**config.mk**
```make
export PLATFORM = sky130hd
export DESIGN_NAME = npc_ras_unit
export DESIGN_NICKNAME = d
export VERILOG_FILES = /design/src/rtl/npc_ras_unit_pkg.sv /design/src/rtl/npc_ras_unit_ras_stack.sv /design/src/rtl/npc_ras_unit.sv
export SDC_FILE = /design/constraint.sdc
export NUM_CORES = 1
export LEC_CHECK = 0
export CELL_PAD_IN_SITES_DETAIL_PLACEMENT = 0
export CELL_PAD_IN_SITES_GLOBAL_PLACEMENT = 1
export CORE_UTILIZATION = 35
export CTS_BUF_LIST = sky130_fd_sc_hd__clkbuf_16
export CTS_CLUSTER_SIZE = 40
export DETAILED_ROUTE_END_ITERATION = 8
export GPL_TIMING_DRIVEN = 1
export PLACE_DENSITY = 0.77
export REMOVE_ABC_BUFFERS = 1
export SYNTH_ARGS = -nofsm -noshare
export SYNTH_HDL_FRONTEND = slang
export SYNTH_SLANG_ARGS = --single-unit
export TNS_END_PERCENT = 1
```
**constraint.sdc**
```tcl
create_clock -name clk -period 5.52 [get_ports clk]
set_clock_uncertainty 0.15 [all_clocks]
set_input_delay 1.104 -clock clk [delete_from_list [all_inputs] [get_ports clk]]
set_output_delay 1.104 -clock clk [all_outputs]
set_load 0.01 [all_outputs]
```
**src/rtl/npc_ras_unit_pkg.sv**
```systemverilog
// Shared control encodings for the next-PC / return-address-stack unit.
// Holds the npc_op and branch-compare encodings plus the branch offset helper.
package npc_ras_unit_pkg;

    localparam int NPCOp_WIDTH    = 3;
    localparam int BrCmp_Op_WIDTH = 3;

    typedef enum logic [NPCOp_WIDTH-1:0] {
        NPC_PLUS4  = 3'd0,
        NPC_BRANCH = 3'd1,
        NPC_JUMP   = 3'd2,
        NPC_JR     = 3'd3,
        NPC_JAL    = 3'd4,
        NPC_RET    = 3'd5
    } npc_op_e;

    typedef enum logic [BrCmp_Op_WIDTH-1:0] {
        BEQ_CMP  = 3'd0,
        BNE_CMP  = 3'd1,
        BLEZ_CMP = 3'd2,
        BGTZ_CMP = 3'd3,
        BLTZ_CMP = 3'd4,
        BGEZ_CMP = 3'd5
    } brcmp_op_e;

    // Word offset of a branch: sign-extended imm16 shifted left by two.
    function automatic logic [31:0] br_offset(input logic [15:0] imm);
        return {{14{imm[15]}}, imm, 2'b00};
    endfunction

endpackage

```
**src/rtl/npc_ras_unit_ras_stack.sv**
```systemverilog
// Circular return-address stack: push writes the next slot, pop drops the top.
// Ports: clk, rst, push, pop, din, top (0 when empty), empty, full, underflow.
module ras_stack
    import npc_ras_unit_pkg::*;
#(
    parameter int W     = 32,
    parameter int DEPTH = 4
) (
    input  logic         clk,
    input  logic         rst,
    input  logic         push,
    input  logic         pop,
    input  logic [W-1:0] din,
    output logic [W-1:0] top,
    output logic         empty,
    output logic         full,
    output logic         underflow
);

    localparam int PW = $clog2(DEPTH);
    localparam int CW = $clog2(DEPTH + 1);

    logic [W-1:0]  mem_q [DEPTH];
    logic [PW-1:0] ptr_q, ptr_d;
    logic [CW-1:0] cnt_q, cnt_d;
    logic [PW-1:0] top_idx;

    // ptr_q is the next free slot; the top lives one below it.
    assign top_idx   = ptr_q - PW'(1);
    assign empty     = (cnt_q == '0);
    assign full      = (cnt_q == CW'(DEPTH));
    assign top       = empty ? '0 : mem_q[top_idx];
    assign underflow = pop & empty;

    // Pushing when full overwrites the oldest entry, which is the
    // slot ptr_q has wrapped onto; the count saturates.
    always_comb begin
        ptr_d = ptr_q;
        cnt_d = cnt_q;
        if (push) begin
            ptr_d = ptr_q + PW'(1);
            if (!full) begin
                cnt_d = cnt_q + CW'(1);
            end
        end else if (pop && !empty) begin
            ptr_d = top_idx;
            cnt_d = cnt_q - CW'(1);
        end
    end

    always_ff @(posedge clk or posedge rst) begin
        if (rst) begin
            ptr_q <= '0;
            cnt_q <= '0;
            for (int i = 0; i < DEPTH; i++) begin
                mem_q[i] <= '0;
            end
        end else begin
            ptr_q <= ptr_d;
            cnt_q <= cnt_d;
            if (push) begin
                mem_q[ptr_q] <= din;
            end
        end
    end

endmodule

```
**src/rtl/npc_ras_unit.sv**
```systemverilog
// Next-PC generator: fetch PC register, branch comparator, jump targets and RAS.
// Ports: clk, rst, stall, npc_op, brcmp_op, id_pc, imm26, rs, rt in; pc, npc,
// laddr, comp, ras_top, ras_empty, ras_full, ras_miss out.
module npc_ras_unit
    import npc_ras_unit_pkg::*;
#(
    parameter int          ADDR_W    = 32,
    parameter logic [31:0] RESET_PC  = 32'h0000_3000,
    parameter int          RAS_DEPTH = 4,
    parameter bit          EN_RAS    = 1'b1
) (
    input  logic                      clk,
    input  logic                      rst,
    input  logic                      stall,
    input  logic [NPCOp_WIDTH-1:0]    npc_op,
    input  logic [BrCmp_Op_WIDTH-1:0] brcmp_op,
    input  logic [ADDR_W-1:0]         id_pc,
    input  logic [25:0]               imm26,
    input  logic [31:0]               rs,
    input  logic [31:0]               rt,
    output logic [ADDR_W-1:0]         pc,
    output logic [ADDR_W-1:0]         npc,
    output logic [ADDR_W-1:0]         laddr,
    output logic                      comp,
    output logic [ADDR_W-1:0]         ras_top,
    output logic                      ras_empty,
    output logic                      ras_full,
    output logic                      ras_miss
);

    localparam logic [ADDR_W-1:0] PC_RST  = RESET_PC[ADDR_W-1:0];
    localparam logic [ADDR_W-1:0] LO_MASK = ADDR_W'(32'h0FFF_FFFF);

    logic [ADDR_W-1:0] pc_q, pc_d;
    logic [ADDR_W-1:0] plus4, br_tgt, jmp_tgt, reg_tgt;
    logic              rs_zero, rs_neg;
    logic              is_jal, is_ret;
    logic              ras_push, ras_pop;

    assign plus4   = pc_q + ADDR_W'(4);
    assign br_tgt  = id_pc + ADDR_W'(br_offset(imm26[15:0]));
    // Region bits above 28 come from id_pc; the rest from imm26.
    assign jmp_tgt = (id_pc & ~LO_MASK) | ADDR_W'({imm26, 2'b00});
    assign reg_tgt = {rs[ADDR_W-1:2], 2'b00};
    assign laddr   = id_pc + ADDR_W'(8);

    assign rs_zero = (rs == '0);
    assign rs_neg  = rs[31];

    always_comb begin
        comp = 1'b0;
        case (brcmp_op_e'(brcmp_op))
            BEQ_CMP:  comp = (rs == rt);
            BNE_CMP:  comp = (rs != rt);
            BLEZ_CMP: comp = rs_neg | rs_zero;
            BGTZ_CMP: comp = ~rs_neg & ~rs_zero;
            BLTZ_CMP: comp = rs_neg;
            BGEZ_CMP: comp = ~rs_neg;
            default:  comp = 1'b0;
        endcase
    end

    always_comb begin
        npc = plus4;
        case (npc_op_e'(npc_op))
            NPC_PLUS4:  npc = plus4;
            NPC_BRANCH: npc = comp ? br_tgt : plus4;
            NPC_JUMP:   npc = jmp_tgt;
            NPC_JAL:    npc = jmp_tgt;
            NPC_JR:     npc = reg_tgt;
            NPC_RET:    npc = reg_tgt;
            default:    npc = plus4;
        endcase
    end

    assign pc_d = stall ? pc_q : npc;
    assign pc   = pc_q;

    always_ff @(posedge clk or posedge rst) begin
        if (rst) begin
            pc_q <= PC_RST;
        end else begin
            pc_q <= pc_d;
        end
    end

    assign is_jal   = (npc_op == NPCOp_WIDTH'(NPC_JAL));
    assign is_ret   = (npc_op == NPCOp_WIDTH'(NPC_RET));
    assign ras_push = ~stall & is_jal;
    assign ras_pop  = ~stall & is_ret;

    generate
        if (EN_RAS) begin : g_ras
            logic ras_under;
            logic ras_miss_q, ras_miss_d;

            ras_stack #(
                .W     (ADDR_W),
                .DEPTH (RAS_DEPTH)
            ) u_ras (
                .clk       (clk),
                .rst       (rst),
                .push      (ras_push),
                .pop       (ras_pop),
                .din       (laddr),
                .top       (ras_top),
                .empty     (ras_empty),
                .full      (ras_full),
                .underflow (ras_under)
            );

            // Diagnostic only: the architectural target is always rs.
            assign ras_miss_d = ras_pop &
                (ras_under | (ras_top != rs[ADDR_W-1:0]));

            always_ff @(posedge clk or posedge rst) begin
                if (rst) begin
                    ras_miss_q <= 1'b0;
                end else if (!stall) begin
                    ras_miss_q <= ras_miss_d;
                end
            end

            assign ras_miss = ras_miss_q;
        end else begin : g_no_ras
            assign ras_top   = '0;
            assign ras_empty = 1'b1;
            assign ras_full  = 1'b0;
            assign ras_miss  = 1'b0;
        end
    endgenerate

endmodule

```
# Word-level counts from Yosys, hierarchy flattened
# Index checks and enable logic that the tools add are counted.
dict set report totals {
  regBits 166
  latch_bits 0
  ramBits 0
  mem_bits_ro 0
  output_inout_bits 132
  memories 0
}
dict set report op_classes {
  add_sub_neg 7
  multipliers 0
  n_div 0
  n_lt_le_gt_ge 3
  n_eq_ne 15
  n_shift 0
  n_mux 15
  bitwise_logic 13
  n_reduce_logical 10
}
# cell n
set ops {}
lappend ops {{$mux W32} 5}
lappend ops {{$bwmux W128} 1}
lappend ops {{$pmux W32 S3} 1}
lappend ops {{$bmux W32 S2} 1}
lappend ops {{$demux W32 S2} 1}
lappend ops {{$ne A32 B32 Y1} 2}
lappend ops {{$add A32 B3 Y32 const B} 1}
lappend ops {{$add A32 B32 Y32} 1}
lappend ops {{$add A32 B4 Y32 const B} 1}
lappend ops {{$eq A32 B32 Y1} 1}
lappend ops {{$logic_not A32 Y1} 1}
lappend ops {{$or A32 B28 Y32} 1}
lappend ops {{$eq A3 B3 Y1 const B} 5}
lappend ops {{$eq A3 B2 Y1 const B} 4}
lappend ops {{$mux W3} 3}
lappend ops {{$eq A3 B1 Y1 const B} 2}
lappend ops {{$ge A3 B3 Y1 const B} 2}
lappend ops {{$logic_not A3 Y1} 2}
lappend ops {{$not A2 Y3} 2}
lappend ops {{$pmux W1 S6} 1}
lappend ops {{$and A1 B1 Y1} 5}
lappend ops {{$mux W2} 2}
lappend ops {{$reduce_or A2 Y1} 2}
lappend ops {{$add A3 B1 Y3 const B} 1}
lappend ops {{other kinds (11)} 15}

# Longest topological paths before layout
dict set report depth {
  word_depth 9
  depth_mapped 15
  mapped_depth_nobuf 11
}

# Hierarchy
# Synthesis repeated with hierarchy kept, for this count alone.
dict set report unflattened {
  hier_cells 1259
  hier_area_um2 12446.9
}
# module n_inst cells_per_inst area_each_um2 seq_area_each_um2
set by_module_without_submodules {}
lappend by_module_without_submodules {npc_ras_unit 1 872 6288.5 828.3}
lappend by_module_without_submodules {ras_stack 1 387 6158.4 3328.2}

# Worst setup path before layout
# No wires, ideal clock.
dict set report synth_timing {
  kind {input -> output}
  startpoint {in id_pc[2]}
  endpoint {out npc[30]}
  t_arrival_ps 3518
  setup_slack_ps 748
  cell_stages 11
  cell_sequence {ha_1 > fa_1 > a211oi_1 > o21bai_1 > a41oi_1 > and3_1 > nor3_2 > o41ai_1 > xor2_1 > o211a_1 > nor2_1}
}
dict set report synth_between {
  elab_chain_cells 3
}
# item line
set synth_lines {}
lappend synth_lines {{start, declared} npc_ras_unit.sv:17} ;# input logic [ADDR_W-1:0] id_pc,
lappend synth_lines {{$add A32 B32 Y32} npc_ras_unit.sv:41} ;# assign br_tgt = id_pc + ADDR_W'(br_offset(imm26[15:0]));
lappend synth_lines {{$mux W32} npc_ras_unit.sv:67} ;# NPC_BRANCH: npc = comp ? br_tgt : plus4;
lappend synth_lines {{$pmux W32 S3} npc_ras_unit.sv:65} ;# case (npc_op_e'(npc_op))
lappend synth_lines {{end, declared} npc_ras_unit.sv:22} ;# output logic [ADDR_W-1:0] npc,
# Every way passes these cells.

# Final worst setup path
dict set report layout_timing {
  startpoint {in id_pc[2]}
  endpoint {out npc[16]}
}
# The elaborated chain is that of the path after synthesis.

==> results.yml <==
floorplan:
  core-area_um2: 33700
  start_util_pct: 35.8
  die_w_um: 188
  pin_count: 263
  dieArea_um2: 35200
  die_y_um: 188
  num_rows: 67
routing:
  drt-pass1-iter-count: 5
  wirelength_um: 47700
  routed_via_density: 5.41
  wl_per_cell_um: 21.0
  drcViolationCount: 0
  num_vias: 12271
  detail-route-antenna-nets: 0
  initialDrtViolationCount: 983
synth:
  syn_avg_cell_area_um2: 8.49
  synth_cell_types: 83
  yosys_register_bits: 166
  synth_top_flop_cell: "dfrtp_1"
  yosys_warnings: 0
  syn-cell-area_um2: 12100
  synthArstFlopShare_pct: 100
  yosysSeqAreaShare_pct: 34.4
  synth_cells: 1422
  synth_edf_count: 0
sta:
  worst_pin_slew_ns: 0.942
  finalCritPeriodShare_pct: 99.5
  hold_viol: 0
  setup_tns_ns: 0
  whs_ns: 0.330
  slew_violations: 0
  rsz0062_at_grt: "true"
  fmax_mhz: 182
  slew_headroom_pct: 37.2
  fin_crit_ns: 5.49
  finalSetupViolCount: 0
final_layout:
  nNetsFinal: 1974
  stdcell_count: 2267
  drive_gt1_share_pct: 18.1
  design_area_um2: 17000
  num_antenna_cells: 0
  layout_common_cells: "clkdlybuf4s50_1, buf_4, dfrtp_1"
  synthToLayoutAreaGrowth_pct: 41.2
  fill_cells: 3216
  final_common_cell: "clkdlybuf4s50_1"
  final_util_pct: 50.5
global_routing:
  grt_pass1_vias: 12134
  grt_start_max_net_pins: 97
  grt_pass1_wl_um: 72700
  antenna_found_initial: 0
  busiest_layer: "met2"
  use_met2_pct: 43.9
  met1_usage_pct: 36.7
  grtUsageTotal_pct: 27.2
  overflow: 0
  met3_usage_pct: 3.31
clocking:
  cts.sinks: 166
  cts_tree: "built"
  clk_path_buf_depth: 2
  h-tree-depth: 4
  cts_buffers: 17
  clk_latency_ns: 0.44
  cts_root_buf: "clkbuf_16"
  clk_pin_slew_ns: 0.08
run_status:
  outcome: "complete, no violations"
worst_setup_path:
  required_ns: 4.27
  end_kind: "output port"
  critPathKind: "input port to output port"
  cp.arrival_ns: 4.24
  startpoint_type: "input port"
  cp_max_fo: 4
placed_design:
  io_buffers: 262
  dp.cells: 2234
  dp_hpwl_um: 37500
  place_area_um2: 16300
  place.gp.congestion: 0.912
flow_run:
  max-cap-violations: 0
pwr:
  leakagePower_nw: 7.28
  vdd_drop_max_mv: 0.325
  p_per_area_nw_per_um2: 419
hold_path:
  hold_path.class: "flop to flop"
report_power, final:
part / internal (W) / switching [W]
combinational: 0.00195 / 0.00192
sequential: 0.00172 / 0.000322
clock: 0.000607 / 0.000609
through the flow:
| step | setup slack (ns) | total power [W] |
|---|---|---|
| 6_report | 0.0260 | 0.00714 |
| 5_1_grt | -0.185 | 0.00754 |
| 4_1_cts | -0.145 | 0.00713 |
| 3_5_place_dp | -0.522 | 0.00589 |
| 3_3_place_gp | -0.484 | 0.00580 |
| 2_1_floorplan | -0.221 | 0.00415 |
sequential cells by signal (all words and copies together), names as in the netlist:
| name | flops |
|---|---|
| g_ras.u_ras.cnt_q | 3 |
| g_ras.u_ras.ptr_q | 2 |
| g_ras.u_ras.mem_q | 128 |
| pc | 32 |
| ras_miss | 1 |
what timing repair did:
| item | 4_1_cts | 5_1_grt |
|---|---|---|
| setup endpoints to repair | 15 | 38 |
| buffers inserted | 1 | 0 |
| hold buffers | 0 | 0 |
| gates resized for setup | 16 | 33 |
| pin swaps | 1 | 4 |
final timing paths:
kind	start	endpoint	slack (ns)	cells after the start
max in group asynchronous	rst	g_ras.u_ras.mem_q[96]	3.01	3
hold / removal	g_ras.u_ras.mem_q[4]	g_ras.u_ras.mem_q[4]	0.33	2
min in group asynchronous	rst	g_ras.u_ras.mem_q[40]	1.06	2
setup / recovery	id_pc[2]	npc[16]	0.03	12
hold reg to reg	g_ras.u_ras.mem_q[4]	g_ras.u_ras.mem_q[4]	0.33	2
setup reg to reg	g_ras.u_ras.ptr_q[1]	ras_miss	1.61	10
area by class of cell:
cell class                      count  area (um^2)  area share (%)
Sequential cell                   166         4160            24.4
Inverter                           71          272            1.59
Multi-Input combinational cell   1105         7430            43.6
Clock inverter                     15          160           0.940
Timing Repair Buffer              445         4030            23.7
Clock buffer                       17          425            2.50
Tap cell                          448          561            3.29
cells in the mapped netlist (all sizes together), types with 4 or more instances:
cell type  count  area [um^2]
o41ai          5         66.3
o31ai         12          100
clkbuf        57          216
nor2         158          609
nand3         58          303
o21a           5         37.5
a211oi         7         57.6
a21oi        161          828
xnor2         98          858
a31oi          8         50.1
o22a           5         43.8
o2bb2ai       15          131
mux2          17          191
and4           5         46.3
mux4          32          721
o21ai        121          609
o21bai         6         45.0
and2          33          209
a22oi          6         45.0
buf           23          145
nand4         25          156
or2            4         25.0
ha            35          438
nor3          13         70.1
a31o           4         35.0
nor4          13         96.3
dfrtp        164         4100
inv           70          263
nand2        142          541
a21o          12         90.1
xor2          40          350
and3          13         81.3
o211ai         4         30.0
o22ai          9         62.6
critical path, stage by stage:
cell	delay, ns
clkdlybuf4s50_1	0.44
ha_1	0.25
fa_2	0.37
a211oi_2	0.21
o21bai_2	0.13
a21o_1	0.17
a21oi_1	0.20
o21ai_0	0.17
mux2i_1	0.17
a2111oi_0	0.08
a211oi_1	0.32
clkdlybuf4s50_1	0.61
cells by family (layout without fill, tap and decap cells):
family / Yosys count / after routing / share of synthesized area, %
and+or+nand+nor: 478 / 478 / 18.5
adders and majority gates: 37 / 37 / 3.96
muxes: 50 / 50 / 7.64
DFF: 166 / 166 / 34.4
AOI/OAI and AO/OA: 402 / 402 / 20.2
xor gates and xnor gates: 138 / 138 / 10.0
buffers and inverters: 151 / 548 / 5.20
metal layers:
| metal | vias to the layer above | wire (um) |
|---|---|---|
| li1 | 5788 | - |
| met1 | 5920 | 20700 |
| met2 | 488 | 22200 |
| met3 | 75 | 2950 |
| met4 | 0 | 1770 |
| met5 | - | 0 |
Note: power is estimated with default switching activity, not from simulation.
